### src/rtl/imem_loader.sv
// Boot-time instruction memory writer: assembles a checksummed byte stream
// into big-endian words and releases the core once the load verifies.
module imem_loader #(
   parameter int ADDR_W = 4,
   parameter int DATA_W = 32
) (
   input  logic              clk,
   input  logic              reset,
   input  logic              byte_valid,
   input  logic [7:0]        byte_data,
   output logic              byte_ready,
   output logic              imem_we,
   output logic [ADDR_W-1:0] imem_addr,
   output logic [DATA_W-1:0] imem_wdata,
   output logic              busy,
   output logic              core_run,
   output logic              load_err
);

   localparam int NB = DATA_W / 8;
   localparam int BC_W = (NB > 1) ? $clog2(NB) : 1;
   localparam int AW1 = ADDR_W + 1;
   localparam logic [BC_W-1:0] BC_LAST = BC_W'(NB - 1);
   localparam logic [31:0] CAP = 32'd1 << ADDR_W;

   typedef enum logic [2:0] {
      S_IDLE,
      S_DATA,
      S_WRITE,
      S_CHECK,
      S_DONE,
      S_ERROR
   } state_t;

   state_t            state_q;
   logic [ADDR_W:0]   n_q;
   logic [ADDR_W:0]   waddr_q;
   logic [BC_W-1:0]   bcnt_q;
   logic [DATA_W-1:0] word_q;
   logic [DATA_W-1:0] word_d;
   logic [7:0]        csum_q;
   logic              imem_we_q;
   logic [ADDR_W-1:0] imem_addr_q;
   logic [DATA_W-1:0] imem_wdata_q;
   logic              accept;
   logic              hdr_ok;

   // Ready comes only from the registered state, masked while in reset.
   assign byte_ready = reset && (state_q == S_IDLE ||
                                 state_q == S_DATA ||
                                 state_q == S_CHECK);
   assign accept = byte_valid && byte_ready;
   assign hdr_ok = (byte_data != 8'd0) && ({24'd0, byte_data} <= CAP);
   assign word_d = (word_q << 8) | DATA_W'(byte_data);

   always_ff @(posedge clk or negedge reset) begin
      if (!reset) begin
         state_q      <= S_IDLE;
         n_q          <= '0;
         waddr_q      <= '0;
         bcnt_q       <= '0;
         word_q       <= '0;
         csum_q       <= '0;
         imem_we_q    <= 1'b0;
         imem_addr_q  <= '0;
         imem_wdata_q <= '0;
      end else begin
         imem_we_q <= 1'b0;
         unique case (state_q)
            S_IDLE: begin
               if (accept) begin
                  if (hdr_ok) begin
                     n_q     <= AW1'(byte_data);
                     waddr_q <= '0;
                     bcnt_q  <= '0;
                     csum_q  <= '0;
                     state_q <= S_DATA;
                  end else begin
                     state_q <= S_ERROR;
                  end
               end
            end
            S_DATA: begin
               if (accept) begin
                  word_q <= word_d;
                  csum_q <= csum_q ^ byte_data;
                  if (bcnt_q == BC_LAST) begin
                     bcnt_q       <= '0;
                     imem_we_q    <= 1'b1;
                     imem_addr_q  <= waddr_q[ADDR_W-1:0];
                     imem_wdata_q <= word_d;
                     waddr_q      <= waddr_q + 1'b1;
                     state_q      <= S_WRITE;
                  end else begin
                     bcnt_q <= bcnt_q + 1'b1;
                  end
               end
            end
            S_WRITE: begin
               // waddr_q already counts the word being written.
               state_q <= (waddr_q == n_q) ? S_CHECK : S_DATA;
            end
            S_CHECK: begin
               if (accept) begin
                  state_q <= (byte_data == csum_q) ? S_DONE : S_ERROR;
               end
            end
            S_DONE:  state_q <= S_DONE;
            S_ERROR: state_q <= S_ERROR;
            default: state_q <= S_ERROR;
         endcase
      end
   end

   assign imem_we    = imem_we_q;
   assign imem_addr  = imem_addr_q;
   assign imem_wdata = imem_wdata_q;
   assign busy       = (state_q == S_DATA) ||
                       (state_q == S_WRITE) ||
                       (state_q == S_CHECK);
   assign core_run   = (state_q == S_DONE);
   assign load_err   = (state_q == S_ERROR);

endmodule
### config.mk
export PLATFORM = sky130hd
export DESIGN_NAME = imem_loader
export DESIGN_NICKNAME = d
export VERILOG_FILES = /design/src/rtl/imem_loader.sv
export SDC_FILE = /design/constraint.sdc
export NUM_CORES = 1
export LEC_CHECK = 0
export CAP_MARGIN = 20
export CORE_ASPECT_RATIO = 0.5
export CORE_MARGIN = 1
export CORE_UTILIZATION = 30
export DETAILED_ROUTE_END_ITERATION = 10
export PLACE_DENSITY_LB_ADDON = 0.3
export SYNTH_ARGS = -nofsm -noshare
export SYNTH_HDL_FRONTEND = slang
export SYNTH_SLANG_ARGS = --single-unit
### constraint.sdc
create_clock -name clk -period 2.3 [get_ports clk]
set_input_delay 0.46 -clock clk [delete_from_list [all_inputs] [get_ports clk]]
set_output_delay 0.46 -clock clk [all_outputs]
set_load 0.02 [all_outputs]
# After elaboration in Yosys (flattened, before gate mapping)
# Index checks and enable logic that the tools add are counted.
[totals] reg_bits=84 output_inout_bits=41
[classes] add_sub_neg=2 order_cmp=1 n_eq_ne=13 n_mux=25 bitwise_logic=2 n_reduce_logical=16
[op_table] operator="32-bit by 8-bit OR with 32-bit output" count=1
[op_table] operator="8-bit two-way mux" count=3
[op_table] operator="5-bit two-way mux" count=4
[op_table] operator="8-bit case mux with 2 select lines" count=1
[op_table] operator="3-bit two-way mux" count=5
[op_table] operator="3-bit case mux with 5 select lines" count=1
[op_table] operator="2-bit two-way mux" count=5
[op_table] operator="5-bit case mux with 2 select lines" count=1
[op_table] operator="8-bit equality test" count=1
[op_table] operator="8-bit by 5-bit less-or-equal comparator with 1-bit output, second input constant" count=1
[op_table] operator="2-bit inequality test, second input constant" count=4
[op_table] operator="4-bit AND reduction" count=2
[op_table] operator="8-bit nonzero test" count=1
[op_table] operator="8-bit XOR" count=1
[op_table] operator="3-bit by 2-bit equality test with 1-bit output, second input constant" count=2
[op_table] operator="3-bit equality test, second input constant" count=2
[op_table] operator="3-bit AND reduction" count=2
[op_table] operator="5-bit by 1-bit adder with 5-bit output, second input constant" count=1
[op_table] operator="5-bit equality test" count=1
[op_table] operator="5-bit AND reduction" count=1
[op_table] operator="1-bit logical OR" count=4
[op_table] operator="1-bit two-way mux" count=4
[op_table] operator="2-bit case mux with 2 select lines" count=1
[op_table] operator="3-bit by 1-bit equality test with 1-bit output, second input constant" count=1
[op_table] operator="7 further kinds" count=9

# Logic depth before layout (Yosys ltp)
# Gate-level depths: netlist (run 1).
[logic_depth] depth_word=7 depth_mapped=7

# Least setup slack after synthesis (run 1)
# OpenSTA, ideal clock, no wires.
[synth_path] path_type="reg2out" from="reg state_q[1]" to="out byte_ready" t_arrival_ns=1.338 slack_ns=0.502 stages_incl_launch_ff=4 path_buffers=1 cell_sequence="dfrtp_1 > clkbuf_1 > nor2b_1 > nor3b_1"
[synth_via] elab_chain_len=4
[synth_lines] element="start, declared" line_no="35" rtl="state_t state_q;"
[synth_lines] element="start signal, assigned" line_no="101" rtl="state_q <= (waddr_q == n_q) ? S_CHECK : S_DATA;"
[synth_lines] element="start signal, assigned" line_no="105" rtl="state_q <= (byte_data == csum_q) ? S_DONE : S_ERROR;"
[synth_lines] element="3-bit by 1-bit equality test with 1-bit output / 3-bit logical NOT (equally long branches)" line_no="50, 49"
[synth_lines] element="1-bit logical OR" line_no="49" rtl="assign byte_ready = reset && (state_q == S_IDLE ||"
[synth_lines] element="1-bit logical OR (*)" line_no="50" rtl="state_q == S_DATA ||"
[synth_lines] element="1-bit logical AND (*)" line_no="49"
[synth_lines] element="end, declared" line_no="11" rtl="output logic byte_ready,"
# Mark *: on every way between the ends. The rest lies on a longest branch, timed or not.

# Final worst setup path (run 1)
[layout_path] from="reg state_q[0]" to="out busy"
[layout_via] elab_chain_len=3
[layout_lines] element="3-bit by 1-bit equality test with 1-bit output / 3-bit by 2-bit equality test with 1-bit output (equally long branches)" line_no="118, 119"
[layout_lines] element="1-bit logical OR" line_no="118" rtl="assign busy = (state_q == S_DATA) ||"
[layout_lines] element="1-bit logical OR (*)" line_no="119" rtl="(state_q == S_WRITE) ||"
[layout_lines] element="end, declared" line_no="15" rtl="output logic busy,"
# Marks and branches as above.

==> run_results.csv, run 1 <==
group,metric,value,unit
grt,grt_pass1_vias,2452,
sta,relSlewSlack,54.4,%
setup_path,cp-start-kind,"register",
setup_path,arrival,1640,ps
die,initial_utilization,31.3,%
synth,synth-seq-cells,84,
setup_path,crit_start,"state_q[0]",
power_and_ir_drop,pwr_density_cell,1270,nW/um^2
setup_path,crit_path_end,"busy",
sta,period_share,91.3,%
sta,rsz0062_at_grt,"no",
die,rows,28,
synth,async_reset_ff_share,100,%
drt,drtIter0Drc,146,
synth,ys.warnings.count,0,
final_layout,area.growth.synth_to_final,30.5,%
drt,wl_per_cell,13.8,microns
synth,synth-seq-area-share,56.1,%
power_and_ir_drop,vdd_drop_max,0.374,mV
sta,skew,8.60,ps
drt,drc,0,
clock_network,clk_path_buf_depth,2,
sta,final-hold-violation-count,0,
final_layout,finalNetCount,397,
final_layout,final_util,40.8,%
synth,synth_cell_types,48,
clock_network,clockRootBuffer,"clkbuf_16",
grt,antenna_found_initial,0,
drt,drtPass1Iterations,4,
status,status,"completed",
die,design.die.area,13000,sq um
drt,wl,7.65,mm
grt,grt.overflow.total,0,
clock_network,htreeDepth,3,
final_layout,instances_no_fill,554,
synth,syn_inst,313,
power_and_ir_drop,p_leak,0.00236,uW
synth,avgSynthCellArea,12.0,sq um
placement,dp.cells,537,
die,dieWidth,160,microns
die,die_y,81.0,microns
grt,grtUsageTotal,12.7,%
clock_network,clk-insertion-delay-late,340,ps
sta,tightest_slew,684,ps
setup_path,worstPathRequired,1840,ps
setup_path,crit_path_max_fanout,9,
setup_path,r2r_setup_slack,500,ps
clock_network,cts_buffers,9,
power_and_ir_drop,p_total,6230,uW
clock_network,clock-sinks,84,
setup_path,r2r_cells,4,
placement,gp_congestion,0.748,
setup_path,reg2reg_from,"state_q[2]",
synth,syn-num-nets,326,
setup_path,end_kind,"primary output",
sta,setup_viol,0,
setup_path,rr_endpoint,"n_q[3]",
setup_path,worstSetupPathType,"register to primary output",
clock_network,postCtsSetupRepairBufs,0,
run,maxCapViolations,0,
synth,synthFlopType,"dfrtp_1",
sta,fin_crit,2100,ps
grt,grt_max_degree,53,
synth,syn-cell-area,3750,sq um
placement,place_area,4590,sq um
clock_network,path_clk_slew,70,ps
sta,drv_slew,0,
drt,vias_per_cell,4.46,
placement,dp_hpwl,5.20,mm
final_layout,final_area,4890,sq um
placement,io_buffers,51,
grt,grt_pass1_wl,12.5,mm
final_layout,drive_gt1_share,23.7,%
drt,vias,2469,
clock_network,cts_tree,"yes",
sta,fmax,476,MHz
synth,synth_edf_count,0,
die,io_pins,52,
min_path,hold_class,"input pin to async pin",
drt,postRouteAntennaNets,0,
final_layout,antennaDiodeCount,0,
die,design.core.area,12000,sq um
-- layout by cell type (no fill, tap or decap), types with 4 or more instances in the layout --
cell	instances
a211o_1	6
a21oi_1	4
buf_12	4
buf_4	21
clkbuf_16	9
clkdlybuf4s50_1	47
dfrtp_1	84
mux2_2	23
mux2_4	18
nand2_1	80
nand4_1	4
nor3b_1	15
nor4_1	4
xnor2_1	6
xor2_1	6
-- layout make-up --
type / count / area, sq um
fillers: 1169 / 7090
flip-flops and latches: 84 / 2100
multi-input cells: 209 / 1530
repair buffers: 76 / 752
clock buffers: 10 / 239
well taps: 165 / 206
clock inverters: 6 / 46.3
inverters: 4 / 15.0
-- through the flow --
step / setup TNS (ps) / setup WS, ps / hold slack (ps)
after detailed placement: -707 / -100 / 271
after floorplan: 0 / 502 / 164
after global routing: 0 / 90.0 / 219
after global placement: -91.4 / -19.5 / 268
after CTS: 0 / 19.6 / 196
final: 0 / 200 / 192
-- metal layers --
metal	track usage [%]	share of wire [%]	vias up
met2	19.7	44	38
met3	4.49	4.5	9
met5	0	0	-
met4	3.71	1.2	0
li1	-	-	1226
met1	16.7	50	1196
-- logic make-up (layout without fill, tap and decap cells) --
logic type / Yosys count / count (layout) / share of synthesized area (%)
muxes: 42 / 42 / 14.4
xor gates and xnor gates: 12 / 12 / 2.80
DFF: 84 / 84 / 56.1
buffers and inverters: 20 / 96 / 3.10
adders and majority gates: 2 / 2 / 0.667
AOI/OAI and AO/OA: 28 / 28 / 5.77
and+or+nand+nor: 125 / 125 / 17.2
-- sequential cells by signal, indices dropped and copies added, names as in the netlist --
name / flops
n_q: 5
state_q: 3
waddr_q: 5
imem_addr: 4
bcnt_q: 2
csum_q: 8
imem_wdata: 32
word_q: 24
imem_we: 1
-- report_power, final --
part           internal (uW)  switching [uW]  total (uW)  leakage [uW]
Clock                    768             610        1380      0.000135
Combinational           1230            1100        2330       0.00116
Sequential              2090             429        2520       0.00106
Total                   4090            2140        6230       0.00236
-- critical path: stages, from the launching register on --
cell and delay (ps):
dfrtp_1 370, buf_4 180, nor2_1 60, nor2_1 80, clkdlybuf4s50_1 610
-- worst min path at each step --
| stage | slack, ps | depth (start not counted) | start | to |
|---|---|---|---|---|
| 2_1_floorplan | 160 | 0 | reset | bcnt_q[0] |
| 3_3_place_gp | 270 | 1 | reset | state_q[1] |
| 3_5_place_dp | 270 | 1 | reset | state_q[1] |
| 4_1_cts | 200 | 2 | reset | imem_addr[3] |
| 5_1_grt | 220 | 2 | reset | imem_addr[3] |
| 6_report | 190 | 2 | reset | imem_addr[3] |
-- synthesized netlist by cell type (all sizes together) (2+ instances only) --
master	count	share of area, %
buf	10	2.1
nor2b	2	0.33
nor4	6	1.6
dfrtp	84	56
mux2	41	14
nand2b	3	0.50
nand4	4	0.67
a21oi	4	0.53
nor3b	16	3.3
nand2	81	8.2
o21ba	2	0.53
a41oi	3	0.70
a31oi	3	0.50
a21o	3	0.60
nor2	3	0.30
xnor2	6	1.4
inv	4	0.40
a211o	6	1.4
nor3	2	0.57
clkbuf	6	0.63
ha	2	0.67
xor2	6	1.4
-- repair_timing --
item / CTS / global route
setup endpoints to repair: 1 / 2
resized for setup: 1 / 2
cloned: 0 / 0
hold buffers: 1 / 0
hold endpoints to repair: 1 / 0
Power figures use the tool's default switching activity.
==> run 2: changes to the inputs <==
Settings changed: CORE_UTILIZATION 30 to 54.
==> run_results.csv, run 2 (same netlist as run 1, synthesis figures left out) <==
group,metric,value,unit
grt,antenna_found_initial,0,
sta,tightest_slew,891,ps
power_and_ir_drop,intPower,4170,uW
setup_path,cp-start-kind,"input pin",
sta,fmax,445,MHz
placement,dp_hpwl,5.22,mm
power_and_ir_drop,seq_power_share,40.4,%
sta,drv_slew,0,
drt,drtIter0Drc,192,
grt,grtUsageTotal,24.1,%
setup_path,crit_path_max_fanout,4,
setup_path,crit_start,"byte_data[5]",
setup_path,r2r_setup_slack,440,ps
drt,wl_per_cell,16.3,microns
die,design.core.area,6700,sq um
drt,vias_per_cell,5.38,
power_and_ir_drop,vdd_drop_max,0.695,mV
setup_path,worstSetupPathType,"input pin to register",
grt,grt.overflow.total,0,
clock_network,cts_tree,"yes",
power_and_ir_drop,p_leak,0.00232,uW
sta,final-hold-violation-count,0,
drt,postRouteAntennaNets,0,
drt,drc,0,
run,maxCapViolations,0,
placement,place_worst_setup_slack,-237,ps
final_layout,mostFrequentLayoutCells,"dfrtp_1, nand2_1, clkdlybuf4s50_1",
setup_path,end_kind,"register",
final_layout,area.growth.synth_to_final,27.5,%
sta,relSlewSlack,40.6,%
die,dieWidth,120,microns
final_layout,instances_no_fill,480,
grt,grt_pass1_vias,2607,
sta,setup_viol,0,
clock_network,clock-sinks,84,
die,rows,21,
die,io_pins,52,
clock_network,clk_path_buf_depth,2,
min_path,hold_class,"input pin to async pin",
placement,io_buffers,51,
clock_network,clk-insertion-delay-late,330,ps
power_and_ir_drop,netSwitchingFraction,34.4,%
drt,wl,7.85,mm
final_layout,finalNetCount,396,
setup_path,worstPathRequired,2520,ps
final_layout,drive_gt1_share,23.5,%
setup_path,reg2reg_from,"state_q[2]",
power_and_ir_drop,pwr_density_cell,1330,nW/um^2
power_and_ir_drop,pwr-share-comb,36.9,%
final_layout,final_common_cell,"dfrtp_1",
grt,grt_pass1_wl,13.0,mm
clock_network,cts_buffers,9,
die,initial_utilization,55.9,%
sta,fin_ws,55.2,ps
final_layout,largest_reg_flops,32,
clock_network,postCtsSetupRepairBufs,0,
die,die_y,60.9,microns
sta,period_share,97.6,%
sta,rsz0062_at_grt,"no",
grt,grt_max_degree,74,
setup_path,arrival,2460,ps
clock_network,htreeDepth,3,
placement,gp_congestion,0.835,
clock_network,path_clk_slew,70,ps
drt,drtPass1Iterations,4,
power_and_ir_drop,switching_power,2180,uW
sta,skew,8.65,ps
placement,dp.cells,463,
drt,vias,2582,
clock_network,clockRootBuffer,"clkbuf_16",
status,status,"completed",
power_and_ir_drop,clkPwrFrac,22.7,%
sta,fin_crit,2240,ps
final_layout,antennaDiodeCount,0,
die,design.die.area,7300,sq um
-- run 2: final cells by class --
class	instances	area (sq um)
flip-flops and latches	84	2100
fillers	466	1920
multi-input cells	209	1530
repair buffers	75	716
clock buffers	10	229
well taps	92	115
clock inverters	6	71.3
inverters	4	15.0
-- run 2: layer usage --
layer	global-route usage (%)	vias to the layer above	share of wire, %
met5	0	-	0
li1	-	1222	-
met3	5.55	6	5.4
met2	37.3	90	46
met4	8.04	0	0.60
met1	34.2	1264	48
-- run 2: worst max-delay path: stages --
cell and delay [ps]:
clkdlybuf4s50_1 500, nor4b_1 520, mux2i_1 260, a21o_1 250
buf_4 140, a221o_1 340
-- run 2: power groups by stage --
stage                     registers (uW)  logic, uW  clock network (uW)
after floorplan                     2760       1150                   0
after global placement              2530       2260                   0
after detailed placement            2570       2330                   0
after CTS                           2560       2360                1470
after global routing                2650       2550                1540
final                               2560       2340                1440
-- run 2: worst paths after layout --
kind | to | cells past startpoint
max in group asynchronous | state_q[0] | 3
worst max-delay path | csum_q[3] | 6
worst max register to register | waddr_q[2] | 5
min in group clk | word_q[16] | 2
worst min register to register | word_q[16] | 2
worst min-delay path | imem_wdata[25] | 2
-- run 2: what timing repair did --
action / CTS / global route
hold buffers: 1 / 0
resized for setup: 0 / 1
endpoints found under the setup margin: 0 / 2
endpoints found under the hold margin: 5 / 0
-- run 2: stage by stage --
stage	utilization [%]	power [uW]	hold slack (ps)	setup TNS [ps]	area, sq um
finish	71.3	6350	102	0	4780
floorplan	-	3910	164	0	3750
global placement	66.7	4790	302	-1960	4470
detailed placement	66.7	4900	304	-2700	4470
global route	71.3	6740	100	0	4780
CTS	71.3	6390	97.1	0	4780
